<file path="config.mk">
export PLATFORM = sky130hd
export DESIGN_NAME = chipper_router_p
export DESIGN_NICKNAME = d
export VERILOG_FILES = /design/src/rtl/chipper_router_p.sv
export SDC_FILE = /design/constraint.sdc
export NUM_CORES = 1
export LEC_CHECK = 0
export ABC_AREA = 1
export CAP_MARGIN = 10
export CORE_ASPECT_RATIO = 1.2
export CORE_MARGIN = 3
export CORE_UTILIZATION = 41
export DETAILED_ROUTE_END_ITERATION = 12
export SLEW_MARGIN = 20
export SYNTH_ARGS = -nofsm -noshare
export SYNTH_HDL_FRONTEND = slang
export SYNTH_SLANG_ARGS = --single-unit
</file>
<file path="constraint.sdc">
create_clock -name clk -period 24.3 [get_ports clk]
set_input_delay 4.86 -clock clk [delete_from_list [all_inputs] [get_ports clk]]
set_output_delay 4.86 -clock clk [all_outputs]
set_load 0.01 [all_outputs]
</file>
<file path="src/rtl/chipper_router_p.sv">
// Bufferless deflection router for one mesh node.
// Four links plus a local port; every flit leaves one edge after capture.
module chipper_router_p #(
    parameter int DATA_W = 7,
    parameter int X_W    = 2,
    parameter int Y_W    = 2,
    parameter int MY_X   = 1,
    parameter int MY_Y   = 1,
    parameter int CNT_W  = 16,
    localparam int FLIT_W = 2 + X_W + Y_W + DATA_W
) (
    input  logic              clk,
    input  logic              rst,
    input  logic [FLIT_W-1:0] in_n,
    input  logic [FLIT_W-1:0] in_s,
    input  logic [FLIT_W-1:0] in_e,
    input  logic [FLIT_W-1:0] in_w,
    input  logic [FLIT_W-1:0] inj_flit,
    input  logic              inj_valid,
    output logic              inj_ready,
    output logic [FLIT_W-1:0] out_n,
    output logic [FLIT_W-1:0] out_s,
    output logic [FLIT_W-1:0] out_e,
    output logic [FLIT_W-1:0] out_w,
    output logic [FLIT_W-1:0] ej_flit,
    output logic [CNT_W-1:0]  deflect_cnt
);

    localparam int VB = FLIT_W - 1;
    localparam int GB = FLIT_W - 2;
    localparam int XH = FLIT_W - 3;
    localparam int YH = DATA_W + Y_W - 1;

    localparam logic [2:0] P_N = 3'd0;
    localparam logic [2:0] P_E = 3'd1;
    localparam logic [2:0] P_S = 3'd2;
    localparam logic [2:0] P_W = 3'd3;
    localparam logic [2:0] P_L = 3'd4;

    localparam logic [FLIT_W-1:0] VMASK = {1'b1, {(FLIT_W-1){1'b0}}};

    logic [FLIT_W-1:0] s [4];
    logic [FLIT_W-1:0] f [4];
    logic [FLIT_W-1:0] po [4];
    logic [FLIT_W-1:0] ej_nxt;
    logic [1:0]        prio_ptr;
    logic [2:0]        ndef;
    logic              any_vld;

    function automatic logic [2:0] route(
        input logic [X_W-1:0] dx,
        input logic [Y_W-1:0] dy
    );
        logic [2:0] p;
        if (dx > X_W'(MY_X))      p = P_E;
        else if (dx < X_W'(MY_X)) p = P_W;
        else if (dy > Y_W'(MY_Y)) p = P_N;
        else if (dy < Y_W'(MY_Y)) p = P_S;
        else                      p = P_L;
        return p;
    endfunction

    // Golden slots first, each group in rotating order from ptr.
    function automatic logic [7:0] rank(
        input logic [3:0] gold,
        input logic [1:0] ptr
    );
        logic [7:0] ord;
        logic [2:0] k;
        logic [1:0] idx;
        ord = '0;
        k   = '0;
        for (int g = 1; g >= 0; g--) begin
            for (int i = 0; i < 4; i++) begin
                idx = ptr + 2'(i);
                if (gold[idx] == g[0]) begin
                    ord[2*k[1:0] +: 2] = idx;
                    k = k + 3'd1;
                end
            end
        end
        return ord;
    endfunction

    always_ff @(posedge clk or posedge rst) begin
        if (rst) begin
            s[0] <= '0;
            s[1] <= '0;
            s[2] <= '0;
            s[3] <= '0;
        end else begin
            s[0] <= in_n;
            s[1] <= in_e;
            s[2] <= in_s;
            s[3] <= in_w;
        end
    end

    always_comb begin
        logic [3:0] vld;
        logic [3:0] gold0;
        logic [3:0] gold1;
        logic [2:0] rt0 [4];
        logic [2:0] rt1 [4];
        logic [7:0] ord0;
        logic [7:0] ord1;
        logic [1:0] idx;
        logic [1:0] ej_idx;
        logic       ej_hit;
        logic       placed;
        logic [3:0] taken;
        logic [2:0] p;

        vld    = '0;
        gold0  = '0;
        gold1  = '0;
        ej_idx = '0;
        ej_hit = 1'b0;
        placed = 1'b0;
        taken  = '0;
        idx    = '0;
        p      = '0;
        ndef   = '0;
        inj_ready = 1'b0;
        for (int i = 0; i < 4; i++) begin
            vld[i]   = s[i][VB];
            gold0[i] = s[i][GB];
            rt0[i]   = route(s[i][XH -: X_W], s[i][YH -: Y_W]);
            f[i]     = s[i];
            po[i]    = '0;
            rt1[i]   = P_L;
        end
        any_vld = |vld;

        ord0 = rank(gold0, prio_ptr);
        for (int r = 0; r < 4; r++) begin
            idx = ord0[2*r +: 2];
            if (!ej_hit && vld[idx] && rt0[idx] == P_L) begin
                ej_hit = 1'b1;
                ej_idx = idx;
            end
        end
        if (ej_hit) f[ej_idx] = '0;
        ej_nxt = ej_hit ? s[ej_idx] : '0;

        for (int i = 0; i < 4; i++)
            if (!f[i][VB]) inj_ready = 1'b1;

        if (inj_valid && inj_ready) begin
            for (int i = 0; i < 4; i++) begin
                if (!placed && !f[i][VB]) begin
                    f[i]   = inj_flit | VMASK;
                    placed = 1'b1;
                end
            end
        end

        for (int i = 0; i < 4; i++) begin
            gold1[i] = f[i][GB];
            rt1[i]   = route(f[i][XH -: X_W], f[i][YH -: Y_W]);
        end
        ord1 = rank(gold1, prio_ptr);

        // Productive port if free, else first free port in N,E,S,W.
        for (int r = 0; r < 4; r++) begin
            idx = ord1[2*r +: 2];
            if (f[idx][VB]) begin
                p = rt1[idx];
                if (p != P_L && !taken[p[1:0]]) begin
                    taken[p[1:0]] = 1'b1;
                    po[p[1:0]]    = f[idx];
                end else begin
                    placed = 1'b0;
                    for (int q = 0; q < 4; q++) begin
                        if (!placed && !taken[q]) begin
                            taken[q] = 1'b1;
                            po[q]    = f[idx];
                            placed   = 1'b1;
                        end
                    end
                    ndef = ndef + 3'd1;
                end
            end
        end
    end

    logic [CNT_W:0] cnt_sum;
    assign cnt_sum = {1'b0, deflect_cnt} + (CNT_W+1)'(ndef);

    always_ff @(posedge clk or posedge rst) begin
        if (rst) begin
            out_n       <= '0;
            out_e       <= '0;
            out_s       <= '0;
            out_w       <= '0;
            ej_flit     <= '0;
            prio_ptr    <= '0;
            deflect_cnt <= '0;
        end else begin
            out_n   <= po[0];
            out_e   <= po[1];
            out_s   <= po[2];
            out_w   <= po[3];
            ej_flit <= ej_nxt;
            if (any_vld) prio_ptr <= prio_ptr + 2'd1;
            if (cnt_sum[CNT_W]) deflect_cnt <= '1;
            else                deflect_cnt <= cnt_sum[CNT_W-1:0];
        end
    end

endmodule

</file>
==> Word-level counts from Yosys, hierarchy flattened <==
Index checks and enable logic that the tools add are counted.
W data, S select, Z words.
{ "totals": {"ff_bits": 135, "input_bits": 68, "out_inout_bits": 82, "wordCells": 489} }
{ "classes": {"n_addsub": 33, "magnitude_cmp": 65, "n_eq_ne": 8, "n_shift": 28, "muxes": 262, "bitwise_logic": 18, "reduce_logical": 64} }
{ "ops": {"columns": ["op", "count"], "rows": [
  ["$mux W52", 10],
  ["$neg A3 Y34", 14],
  ["$shift A2 B34 Y8 const A", 14],
  ["$shiftx A2 B34 Y8", 14],
  ["$mux W13", 32],
  ["$mux W3", 54],
  ["$bwmux W52", 3],
  ["$bmux W13 S2", 5],
  ["$demux W13 S2", 5],
  ["$bwmux W8", 14],
  ["$mux W8", 14],
  ["$and A52 B52 Y52", 2],
  ["$mux W1", 72],
  ["$not A52 Y52", 1],
  ["$bmux W3 S2", 8],
  ["$ge A3 B3 Y1 const B", 13],
  ["$not A2 Y3", 13],
  ["$lt A2 B3 Y1 const B", 12],
  ["$mux W2", 18],
  ["$bmux W1 S2", 16],
  ["$gt A2 B1 Y1 const B", 16],
  ["$logic_and A1 B1 Y1", 32],
  ["$lt A2 B1 Y1 const B", 16],
  ["$logic_not A1 Y1", 31],
  ["15 further kinds", 49]
]} }

==> Depth between registers and ports, before layout <==
Gate-level depths: netlist of run 1.
{ "logic_depth": {"ltp_word": 159, "ltp_mapped": 103, "mapped_depth_nobuf": 101} }

==> Worst setup path after synthesis of run 1 <==
Ideal clock, no wire load.
{ "synth_timing": {"path_kind": "in2reg", "startpoint": "input port inj_valid", "endpoint": "register deflect_cnt[14]", "setup_ns": 0.122, "t_arrival_ns": 12.652, "t_required_ns": 24.178, "path_slack_ns": 11.527, "cell_stages": 55, "n_path_buf": 3, "cell_sequence": "inv_1 -> nor3_4 -> nand4_1 -> nand3_2 -> nand3_1 -> nand2_1 -> ha_1 -> buf_2 -> inv_1 -> nand3_1 -> nand2_2 -> inv_1 -> ha_1 -> inv_1 -> o21ai_1 -> inv_1 -> ha_1 -> or2_2 -> [19 not listed] -> nand2_1 -> nand2_1 -> ha_1 -> nand2_1 -> nand2_1 -> ha_1 -> inv_1 -> o21ai_1 -> inv_1 -> fa_1 -> o21ai_0 -> inv_1 -> nor3_1 -> inv_1 -> nor2_1 -> nand3_1 -> xor2_1 -> nand2_1"} }
{ "synth_between": {"elab_chain_len": 63, "word_cells_on_any_way": 217, "cone_classes": "add/sub: 17; order compare: 22; eq/ne: 4; shift: 14; mux: 124; bitwise: 6; reduce/logical: 30"} }
{ "synth_rtl": {"columns": ["element", "line_no", "text"], "rows": [
  ["start, declared", "19", "input logic inj_valid,"],
  ["$logic_and A1 B1 Y1 (*)", "149", "if (inj_valid && inj_ready) begin"],
  ["$mux W52 (*)", "149", null],
  ["$bmux W1 S2", "76", "if (gold[idx] == g[0]) begin"],
  ["$mux W1 (not written as such)", "76", null],
  ["$mux W1", "76", null],
  ["$add A1 B1 Y2 or $neg A3 Y34 (tied branches)", "78, 77", null],
  ["$mux W2 (tied with other cells)", "76", null],
  ["$add A2 B1 Y2 (tied with other cells)", "78", "k = k + 3'd1;"],
  ["[47 not listed]", null, null],
  ["$bmux W1 S2", "169", "if (p != P_L && !taken[p[1:0]]) begin"],
  ["$mux W1 (not written as such)", "169", null],
  ["$logic_not A1 Y1", "169", null],
  ["$logic_and A1 B1 Y1", "169", null],
  ["$mux W3", "169", null],
  ["$mux W3 (*)", "167", "if (f[idx][VB]) begin"],
  ["$add A16 B3 Y17 (*)", "188", "assign cnt_sum = {1'b0, deflect_cnt} + (CNT_W+1)'(ndef);"],
  ["$mux W16 (*)", "206", "if (cnt_sum[CNT_W]) deflect_cnt <= '1;"],
  ["end signal, assigned", "207", "else deflect_cnt <= cnt_sum[CNT_W-1:0];"],
  ["end, declared", "26", "output logic [CNT_W-1:0] deflect_cnt"]
]} }
Mark *: on every way between the ends. The rest lies on a longest branch, timed or not. The select of a mux whose other input is x is not followed.
A chain may end at the register's enable or synchronous reset.

==> Worst setup path after layout of run 1 <==
{ "layout_timing": {"startpoint": "register prio_ptr[1]", "endpoint": "register deflect_cnt[4]"} }
{ "layout_between": {"elab_chain_len": 121, "word_cells_on_any_way": 354, "cone_classes": "add/sub: 33; order compare: 24; eq/ne: 8; shift: 28; mux: 198; bitwise: 13; reduce/logical: 50"} }
{ "layout_rtl": {"columns": ["element", "line_no", "text"], "rows": [
  ["start, declared", "46", "logic [1:0] prio_ptr;"],
  ["start signal, assigned", "205", "if (any_vld) prio_ptr <= prio_ptr + 2'd1;"],
  ["$bmux W1 S2", "76", null],
  ["$mux W1 (not written as such)", "76", null],
  ["$mux W1", "76", null],
  ["$add A1 B1 Y2 or $neg A3 Y34 (tied branches)", "78, 77", null],
  ["$mux W2 (tied with other cells)", "76", null],
  ["$add A2 B1 Y2 (tied with other cells)", "78", null],
  ["$mux W2 (tied with other cells)", "76", null],
  ["$add A2 B1 Y2 (tied with other cells)", "78", null],
  ["[105 not listed]", null, null],
  ["$bmux W1 S2", "169", null],
  ["$mux W1 (not written as such)", "169", null],
  ["$logic_not A1 Y1", "169", null],
  ["$logic_and A1 B1 Y1", "169", null],
  ["$mux W3", "169", null],
  ["$mux W3 (*)", "167", null],
  ["$add A16 B3 Y17 (*)", "188", null],
  ["$mux W16 (*)", "206", null]
]} }
Marks and branches as above.

==> results of run 1 <==
-- final cells by class --
type / count / area (um2)
fill: 3377 / 16500
tap: 444 / 555.5
timing repair buffer: 165 / 1629
clock inverter: 14 / 185.2
inverter: 281 / 1062
sequential: 135 / 3378
multi-input combinational: 1732 / 8771
clock buffer: 18 / 439.2
-- state kept, by name, summed over array words and instances, names as in the netlist --
register,cells
s,52
out_e,13
ej_flit,13
deflect_cnt,16
out_n,13
out_s,13
prio_ptr,2
out_w,13
-- through the flow --
step | hold slack [ns] | util | std cells | setup slack, ns
3_5_place_dp | 0.5033 | 0.4726 | 2756 | 7.361
6_report | 0.5288 | 0.4926 | 2789 | 7.179
5_1_grt | 0.5737 | 0.4926 | 2789 | 5.491
3_3_place_gp | 0.5009 | 0.4726 | 2756 | 7.582
2_1_floorplan | 0.5288 | - | 2235 | 11.53
4_1_cts | 0.5230 | 0.4918 | 2788 | 7.298
-- critical path: cells and delay by family, from the launching register on --
kind                     cells  cell delay (ns)
AO/OA/AOI/OAI                7             1.24
XOR/XNOR                     1             0.15
adder cells (fa/ha/maj)     10             3.48
buffers and inverters       15             2.21
flip-flops                   1             0.62
AND/OR/NAND/NOR             47             9.21
-- cells by family (layout without fill, tap and decap cells) --
family / count (synthesis) / in the layout / share of synthesized area
buffers and inverters: 368 / 478 / 0.1083
and+or+nand+nor: 1263 / 1263 / 0.4226
xor gates and xnor gates: 8 / 8 / 0.005146
adders and majority gates: 42 / 42 / 0.03915
DFF: 135 / 135 / 0.2481
other: 1 / 2 / 0.0002754
AOI/OAI and AO/OA: 417 / 417 / 0.1764
-- synthesized netlist by cell type (7+ instances only) --
library cell / n / area, um2
sky130_fd_sc_hd__o21ai_1: 26 / 130.1
sky130_fd_sc_hd__nor4_1: 7 / 43.79
sky130_fd_sc_hd__o22ai_1: 11 / 68.82
sky130_fd_sc_hd__dfrtp_1: 135 / 3378
sky130_fd_sc_hd__nor2_1: 163 / 611.8
sky130_fd_sc_hd__nand2_1: 637 / 2391
sky130_fd_sc_hd__o211ai_1: 42 / 315.3
sky130_fd_sc_hd__nor3_1: 14 / 70.07
sky130_fd_sc_hd__nand3_1: 286 / 1431
sky130_fd_sc_hd__ha_1: 41 / 513.0
sky130_fd_sc_hd__a21oi_1: 65 / 325.3
sky130_fd_sc_hd__inv_1: 249 / 934.7
sky130_fd_sc_hd__nand3_2: 24 / 240.2
sky130_fd_sc_hd__nand4_1: 29 / 181.4
sky130_fd_sc_hd__o21ai_0: 211 / 1056
sky130_fd_sc_hd__nand2_2: 47 / 294.0
sky130_fd_sc_hd__a22oi_1: 21 / 157.7
sky130_fd_sc_hd__clkbuf_1: 49 / 183.9
sky130_fd_sc_hd__or2_2: 22 / 137.6
sky130_fd_sc_hd__inv_2: 26 / 97.59
sky130_fd_sc_hd__nand2_4: 12 / 135.1
sky130_fd_sc_hd__nor2_4: 7 / 78.83
sky130_fd_sc_hd__buf_2: 21 / 105.1
sky130_fd_sc_hd__o21bai_1: 7 / 52.55
-- layer usage --
metal  vias to the layer above  GRT usage  part of all wire
met2                       596     0.4875              0.49
met3                       119    0.04055             0.063
li1                       7552          -                 -
met1                      7082     0.3429              0.39
met4                         0     0.1321             0.049
met5                         -          0                 0
-- layout by cell type, fill, tap and decap left out, types with 28 or more instances in the layout --
| cell type | n |
|---|---|
| sky130_fd_sc_hd__nand2_1 | 637 |
| sky130_fd_sc_hd__nand3_1 | 286 |
| sky130_fd_sc_hd__inv_1 | 248 |
| sky130_fd_sc_hd__o21ai_0 | 208 |
| sky130_fd_sc_hd__nor2_1 | 163 |
| sky130_fd_sc_hd__clkdlybuf4s50_1 | 148 |
| sky130_fd_sc_hd__dfrtp_1 | 135 |
| sky130_fd_sc_hd__a21oi_1 | 65 |
| sky130_fd_sc_hd__nand2_2 | 47 |
| sky130_fd_sc_hd__o211ai_1 | 42 |
| sky130_fd_sc_hd__ha_1 | 41 |
| sky130_fd_sc_hd__nand4_1 | 29 |
| sky130_fd_sc_hd__o21ai_1 | 28 |
-- worst min-delay path by stage --
stage | to | slack (ns) | cells after the start
floorplan | ej_flit[0] | 0.53 | 2
global placement | deflect_cnt[11] | 0.50 | 2
detailed placement | deflect_cnt[11] | 0.50 | 2
CTS | deflect_cnt[11] | 0.52 | 2
global route | deflect_cnt[14] | 0.57 | 2
finish | deflect_cnt[11] | 0.53 | 2
==> report_table.html, run 1 <==
<table>
<tr><th>Metric</th><th>Value</th></tr>
<tr><th colspan="2">Drt</th></tr>
<tr><td>Detailed-router iteration count before antenna repair</td><td>6</td></tr>
<tr><td>Remaining number of nets flagged by the antenna check after routing</td><td>0</td></tr>
<tr><td>Drc violations</td><td>0</td></tr>
<tr><td>Detailed-route wire length per cell</td><td>18.01 um</td></tr>
<tr><td>Via count of the routed design</td><td>15349</td></tr>
<tr><td>Detailed-route vias per instance</td><td>5.503</td></tr>
<tr><td>Wire length reported by the detailed router</td><td>50220 um</td></tr>
<tr><td>Starting DRC count in detailed routing</td><td>1397</td></tr>
<tr><th colspan="2">Floorplan</th></tr>
<tr><td>DIE AREA</td><td>35440 um2</td></tr>
<tr><td>Starting density of the core</td><td>0.4187</td></tr>
<tr><td>Top-Level Pins</td><td>150</td></tr>
<tr><td>Core ar.</td><td>32520 um2</td></tr>
<tr><td>Vertical die dimension</td><td>205.6 um</td></tr>
<tr><td>Width of the chip</td><td>172.4 um</td></tr>
<tr><td>Row count</td><td>72</td></tr>
<tr><th colspan="2">Hold path</th></tr>
<tr><td>Hold Crit Start</td><td>deflect_cnt[11]</td></tr>
<tr><td>Hold/Removal Path Class</td><td>flip-flop to flip-flop</td></tr>
<tr><th colspan="2">Setup path</th></tr>
<tr><td>Arrival time of the worst setup path</td><td>17.48 ns</td></tr>
<tr><td>Worst setup endpoint</td><td>deflect_cnt[4]</td></tr>
<tr><td>Worst setup slack for register-to-register paths</td><td>7.18 ns</td></tr>
<tr><td>Worst path slowest cell</td><td>sky130_fd_sc_hd__dfrtp_1</td></tr>
<tr><td>Max incr delay on CP</td><td>0.62 ns</td></tr>
<tr><td>Max Fanout on Critical Path</td><td>33</td></tr>
<tr><td>Reg-to-Reg Start</td><td>prio_ptr[1]</td></tr>
<tr><td>Required arrival time at the worst endpoint</td><td>24.66 ns</td></tr>
<tr><td>Reg2Reg Depth</td><td>80</td></tr>
<tr><td>Endpoint of the lowest-slack register-to-register path</td><td>deflect_cnt[4]</td></tr>
<tr><td>Crit path launch</td><td>prio_ptr[1]</td></tr>
<tr><td>CP endpoint kind</td><td>flip-flop</td></tr>
<tr><td>Cell type with the highest occurrence count on the critical path</td><td>sky130_fd_sc_hd__nand2_1</td></tr>
<tr><td>Kind of critical path</td><td>flip-flop to flip-flop</td></tr>
<tr><td>Startpoint kind of the worst setup timing path</td><td>flip-flop</td></tr>
<tr><th colspan="2">Layout</th></tr>
<tr><td>Inserted Diodes</td><td>0</td></tr>
<tr><td>Share of cells above drive strength 1</td><td>0.08742</td></tr>
<tr><td>Net count reported at finish</td><td>2442</td></tr>
<tr><td>Area growth from synthesis to layout</td><td>17.66%</td></tr>
<tr><td>Final instance area</td><td>16020 um2</td></tr>
<tr><th colspan="2">Clocking</th></tr>
<tr><td>Clock edge transition at the registers on the reported setup and hold paths</td><td>0.08 ns</td></tr>
<tr><td>Cts-stage hold buffer count</td><td>0</td></tr>
<tr><td>Max H-tree Level</td><td>4</td></tr>
<tr><td>Buffer levels on the longest clock path</td><td>2</td></tr>
<tr><td>Clock sinks</td><td>135</td></tr>
<tr><td>Count of instances resized after the clock tree is built</td><td>0</td></tr>
<tr><td>Insertion delay to the later sink of the worst-skew pair</td><td>0.45 ns</td></tr>
<tr><td>Buffers inserted during post-CTS setup optimization</td><td>0</td></tr>
<tr><td>TritonCTS Buffers</td><td>17</td></tr>
<tr><td>CTS root buffer</td><td>sky130_fd_sc_hd__clkbuf_16</td></tr>
<tr><td>Clock tree from TritonCTS</td><td>done</td></tr>
<tr><th colspan="2">Placement</th></tr>
<tr><td>Count of port buffers added during placement</td><td>148</td></tr>
<tr><td>HPWL Detailed</td><td>38610 um</td></tr>
<tr><td>Instance area at placement</td><td>15370 um2</td></tr>
<tr><td>Final RePlAce weighted congestion</td><td>1.026</td></tr>
<tr><th colspan="2">Timing</th></tr>
<tr><td>Worst slew margin relative to its limit</td><td>0.1506</td></tr>
<tr><td>Final setup vio count</td><td>0</td></tr>
<tr><td>Worst Clk Skew</td><td>0.02185 ns</td></tr>
<tr><td>Pins over their slew limit</td><td>0</td></tr>
<tr><td>Maximum achievable frequency</td><td>58.41 MHz</td></tr>
<tr><td>Setup repair after global routing missed its margin</td><td>no</td></tr>
<tr><td>Slew @ Worst Pin</td><td>1.261 ns</td></tr>
<tr><td>Portion of the clock cycle consumed by the worst path in the final layout</td><td>0.7046</td></tr>
<tr><td>Final min period</td><td>17.12 ns</td></tr>
<tr><td>Setup TNS Final</td><td>0 ns</td></tr>
<tr><td>Hold Violations, Final</td><td>0</td></tr>
<tr><th colspan="2">Global route</th></tr>
<tr><td>Maximum number of pins on one net before global-route repair</td><td>71</td></tr>
<tr><td>Wire length of the first global-routing pass</td><td>78250 um</td></tr>
<tr><td>Overall global routing resource usage</td><td>0.2820</td></tr>
<tr><td>Total overflow reported by the global router</td><td>0</td></tr>
<tr><td>Number of antenna violations at the first check in global routing</td><td>0</td></tr>
<tr><td>Via count of the first global-routing pass</td><td>14250</td></tr>
<tr><th colspan="2">Synthesis</th></tr>
<tr><td>Synth Flop Type</td><td>sky130_fd_sc_hd__dfrtp_1</td></tr>
<tr><td>Per-instance average area after synthesis</td><td>6.095 um2</td></tr>
<tr><td>Fraction of the yosys area taken by sequential cells</td><td>0.2481</td></tr>
<tr><td>Count of state elements after synthesis</td><td>135</td></tr>
<tr><td>Number of instances in the synthesized netlist</td><td>2234</td></tr>
<tr><td>Unique masters post-synth</td><td>55</td></tr>
<tr><td>Combined area of all synthesized cells</td><td>13620 um2</td></tr>
<tr><td>Count of flip-flops with a built-in enable after synthesis</td><td>0</td></tr>
<tr><td>Total number of yosys warnings</td><td>0</td></tr>
<tr><td>Share of flip-flops with an asynchronous set or reset after synthesis</td><td>1.000</td></tr>
<tr><th colspan="2">Run</th></tr>
<tr><td>Max-Cap Viols</td><td>0</td></tr>
<tr><th colspan="2">Run status</th></tr>
<tr><td>Status</td><td>completed</td></tr>
</table>
Power of run 1 is left out: the tool's default activity adds up to more than one toggle a clock period on the data nets, which glitch-free logic cannot reach.
==> run 2: changes to the inputs <==
Clock period 24.3 ns to 17.9 ns, I/O delays scaled along.
==> run 2 against run 1 <==
- setup slack got worse by 5.4 ns
- register-to-register slack got worse by 5.4 ns
- hold slack got worse by 0.0046 ns
- critical path type unchanged
- die area did not move
==> report_table.html, run 2 (same netlist as run 1, synthesis figures left out) <==
<table>
<tr><th>Metric</th><th>Value</th></tr>
<tr><th colspan="2">Run status</th></tr>
<tr><td>Status</td><td>completed (unchanged)</td></tr>
<tr><th colspan="2">Hold path</th></tr>
<tr><td>Cell depth of the worst hold path</td><td>2 (unchanged)</td></tr>
<tr><td>Hold/Removal Path Class</td><td>flip-flop to flip-flop (unchanged)</td></tr>
<tr><th colspan="2">Floorplan</th></tr>
<tr><td>Top-Level Pins</td><td>150 (unchanged)</td></tr>
<tr><td>Core ar.</td><td>32520 um2 (unchanged)</td></tr>
<tr><td>Row count</td><td>72 (unchanged)</td></tr>
<tr><td>Width of the chip</td><td>172.4 um (unchanged)</td></tr>
<tr><td>DIE AREA</td><td>35440 um2 (unchanged)</td></tr>
<tr><td>Vertical die dimension</td><td>205.6 um (unchanged)</td></tr>
<tr><td>Starting density of the core</td><td>0.4187 (unchanged)</td></tr>
<tr><th colspan="2">Timing</th></tr>
<tr><td>Maximum achievable frequency</td><td>61.86 MHz (was 58.41 MHz)</td></tr>
<tr><td>Slew @ Worst Pin</td><td>1.291 ns (was 1.261 ns)</td></tr>
<tr><td>Final setup vio count</td><td>0 (unchanged)</td></tr>
<tr><td>Pins over their slew limit</td><td>0 (unchanged)</td></tr>
<tr><td>Setup repair after global routing missed its margin</td><td>no (unchanged)</td></tr>
<tr><td>Worst Clk Skew</td><td>0.01807 ns (was 0.02185 ns)</td></tr>
<tr><td>Hold Violations, Final</td><td>0 (unchanged)</td></tr>
<tr><td>Worst slew margin relative to its limit</td><td>0.1305 (was 0.1506)</td></tr>
<tr><td>Final min period</td><td>16.17 ns (was 17.12 ns)</td></tr>
<tr><td>Portion of the clock cycle consumed by the worst path in the final layout</td><td>0.9032 (was 0.7046)</td></tr>
<tr><td>Setup TNS Final</td><td>0 ns (unchanged)</td></tr>
<tr><th colspan="2">Clocking</th></tr>
<tr><td>Count of instances resized after the clock tree is built</td><td>0 (unchanged)</td></tr>
<tr><td>Cts-stage hold buffer count</td><td>0 (unchanged)</td></tr>
<tr><td>Clock edge transition at the registers on the reported setup and hold paths</td><td>0.07 ns (was 0.08 ns)</td></tr>
<tr><td>TritonCTS Buffers</td><td>17 (unchanged)</td></tr>
<tr><td>Buffer levels on the longest clock path</td><td>2 (unchanged)</td></tr>
<tr><td>Clock tree from TritonCTS</td><td>done (unchanged)</td></tr>
<tr><td>Buffers inserted during post-CTS setup optimization</td><td>0 (unchanged)</td></tr>
<tr><td>Clock sinks</td><td>135 (unchanged)</td></tr>
<tr><td>CTS root buffer</td><td>sky130_fd_sc_hd__clkbuf_16 (unchanged)</td></tr>
<tr><td>Max H-tree Level</td><td>4 (unchanged)</td></tr>
<tr><td>Insertion delay to the later sink of the worst-skew pair</td><td>0.44 ns (was 0.45 ns)</td></tr>
<tr><th colspan="2">Layout</th></tr>
<tr><td>Area growth from synthesis to layout</td><td>17.99% (was 17.66%)</td></tr>
<tr><td>Final instance area</td><td>16070 um2 (was 16020 um2)</td></tr>
<tr><td>Most common cell after layout, fill and taps aside</td><td>sky130_fd_sc_hd__nand2_1 (unchanged)</td></tr>
<tr><td>Register bank with the most flops</td><td>s (unchanged)</td></tr>
<tr><td>Number of fillers in the final layout</td><td>3398 (was 3377)</td></tr>
<tr><td>Number of flip-flops in the largest register</td><td>52 (unchanged)</td></tr>
<tr><td>Share of cells above drive strength 1</td><td>0.09164 (was 0.08742)</td></tr>
<tr><td>Net count reported at finish</td><td>2454 (was 2442)</td></tr>
<tr><td>Most used cells in the layout excluding fill and tap cells</td><td>637 x sky130_fd_sc_hd__nand2_1, 286 x sky130_fd_sc_hd__nand3_1, 248 x sky130_fd_sc_hd__inv_1 (unchanged)</td></tr>
<tr><td>Non-Filler Instances</td><td>2801 (was 2789)</td></tr>
<tr><td>Post-layout utilization of the core</td><td>0.4940 (was 0.4926)</td></tr>
<tr><td>Inserted Diodes</td><td>0 (unchanged)</td></tr>
<tr><td>Registers with the highest flip-flop counts</td><td>s (52), deflect_cnt (16) (unchanged)</td></tr>
<tr><th colspan="2">Drt</th></tr>
<tr><td>Detailed-router iteration count before antenna repair</td><td>6 (unchanged)</td></tr>
<tr><td>Starting DRC count in detailed routing</td><td>1404 (was 1397)</td></tr>
<tr><td>Detailed-route vias per instance</td><td>5.449 (was 5.503)</td></tr>
<tr><td>Drc violations</td><td>0 (unchanged)</td></tr>
<tr><td>Via count of the routed design</td><td>15264 (was 15349)</td></tr>
<tr><td>Remaining number of nets flagged by the antenna check after routing</td><td>0 (unchanged)</td></tr>
<tr><td>Detailed-route wire length per cell</td><td>18.02 um (was 18.01 um)</td></tr>
<tr><td>Wire length reported by the detailed router</td><td>50480 um (was 50220 um)</td></tr>
<tr><th colspan="2">Global route</th></tr>
<tr><td>Overall global routing resource usage</td><td>0.2813 (was 0.2820)</td></tr>
<tr><td>Wire length of the first global-routing pass</td><td>77870 um (was 78250 um)</td></tr>
<tr><td>Number of antenna violations at the first check in global routing</td><td>0 (unchanged)</td></tr>
<tr><td>Via count of the first global-routing pass</td><td>14157 (was 14250)</td></tr>
<tr><td>Maximum number of pins on one net before global-route repair</td><td>71 (unchanged)</td></tr>
<tr><td>Total overflow reported by the global router</td><td>0 (unchanged)</td></tr>
<tr><th colspan="2">Placement</th></tr>
<tr><td>Final RePlAce weighted congestion</td><td>1.030 (was 1.026)</td></tr>
<tr><td>HPWL Detailed</td><td>39300 um (was 38610 um)</td></tr>
<tr><td>Count of port buffers added during placement</td><td>148 (unchanged)</td></tr>
<tr><td>Placed Cells incl. Taps</td><td>2768 (was 2756)</td></tr>
<tr><td>Instance area at placement</td><td>15460 um2 (was 15370 um2)</td></tr>
<tr><th colspan="2">Setup path</th></tr>
<tr><td>Reg2Reg Depth</td><td>84 (was 80)</td></tr>
<tr><td>Kind of critical path</td><td>flip-flop to flip-flop (unchanged)</td></tr>
<tr><td>Worst path slowest cell</td><td>sky130_fd_sc_hd__dfrtp_1 (unchanged)</td></tr>
<tr><td>CP endpoint kind</td><td>flip-flop (unchanged)</td></tr>
<tr><td>Cell type with the highest occurrence count on the critical path</td><td>sky130_fd_sc_hd__nand2_1 (unchanged)</td></tr>
<tr><td>Required arrival time at the worst endpoint</td><td>18.22 ns (was 24.66 ns)</td></tr>
<tr><td>Max incr delay on CP</td><td>0.62 ns (about the same)</td></tr>
<tr><td>Startpoint kind of the worst setup timing path</td><td>flip-flop (unchanged)</td></tr>
<tr><td>Max Fanout on Critical Path</td><td>24 (was 33)</td></tr>
<tr><td>Arrival time of the worst setup path</td><td>16.49 ns (was 17.48 ns)</td></tr>
<tr><th colspan="2">Run</th></tr>
<tr><td>Max-Cap Viols</td><td>0 (unchanged)</td></tr>
</table>
## run 2: cell types whose count changed in the layout (fill, tap and decap cells not counted), sizes merged
cell / change
inv: -1
bufinv: -2
clkinv: +1
clkinvlp: +1
buf: +12
clkbuf: +1
## run 2: through the flow
step | hold WS (ns) | setup slack (ns)
after CTS | 0.5215 | 1.860
after detailed placement | 0.5019 | 1.926
after global routing | 0.5668 | 0.1505
after floorplan | 0.5288 | 5.394
final | 0.5242 | 1.733
after global placement | 0.5031 | 2.123
## run 2: routing by layer
layer  track usage  vias to the layer above  routed length [um]
met5             0                        -                   0
met4        0.1235                        0                2326
met3       0.02978                       98                2848
met2        0.4928                      562               25040
met1        0.3468                     7033               20260
li1              -                     7571                   -
## run 2: path summary, 6_finish.rpt
check	startpoint	slack [ns]	to
min	deflect_cnt[11]	0.52	deflect_cnt[11]
max	prio_ptr[1]	1.73	deflect_cnt[14]
min reg2reg	deflect_cnt[11]	0.52	deflect_cnt[11]
min in group asynchronous	rst	3.59	s[4]
max in group asynchronous	rst	13.03	out_w[3]
max reg2reg	prio_ptr[1]	1.73	deflect_cnt[14]
## run 2: layout make-up
cell class	instances	area, um2	share of cell area
clock buffers	19	442.9	0.02757
inverters	281	1062	0.06612
multi-input cells	1732	8771	0.5460
flip-flops and latches	135	3378	0.2103
clock inverters	13	136.4	0.008489
well taps	444	555.5	0.03458
repair buffers	177	1719	0.1070
## run 2: worst max-delay path, delay by kind of cell (launching register included)
| family | cells | cell delay [ns] |
|---|---|---|
| compound gates | 8 | 1.66 |
| xor+xnor | 1 | 0.14 |
| fa+ha+maj | 12 | 4.13 |
| buf+inv | 16 | 1.79 |
| flops | 1 | 0.62 |
| simple gates | 47 | 7.67 |
Power of run 2 is left out for the same reason.
==> run 3: changes to the inputs <==
Settings changed: CTS_CLUSTER_DIAMETER set to 80.
==> results of run 3 <==
No change in the layout: final DEF, timing and power equal those of run 2.
Power of run 3 is left out for the same reason.
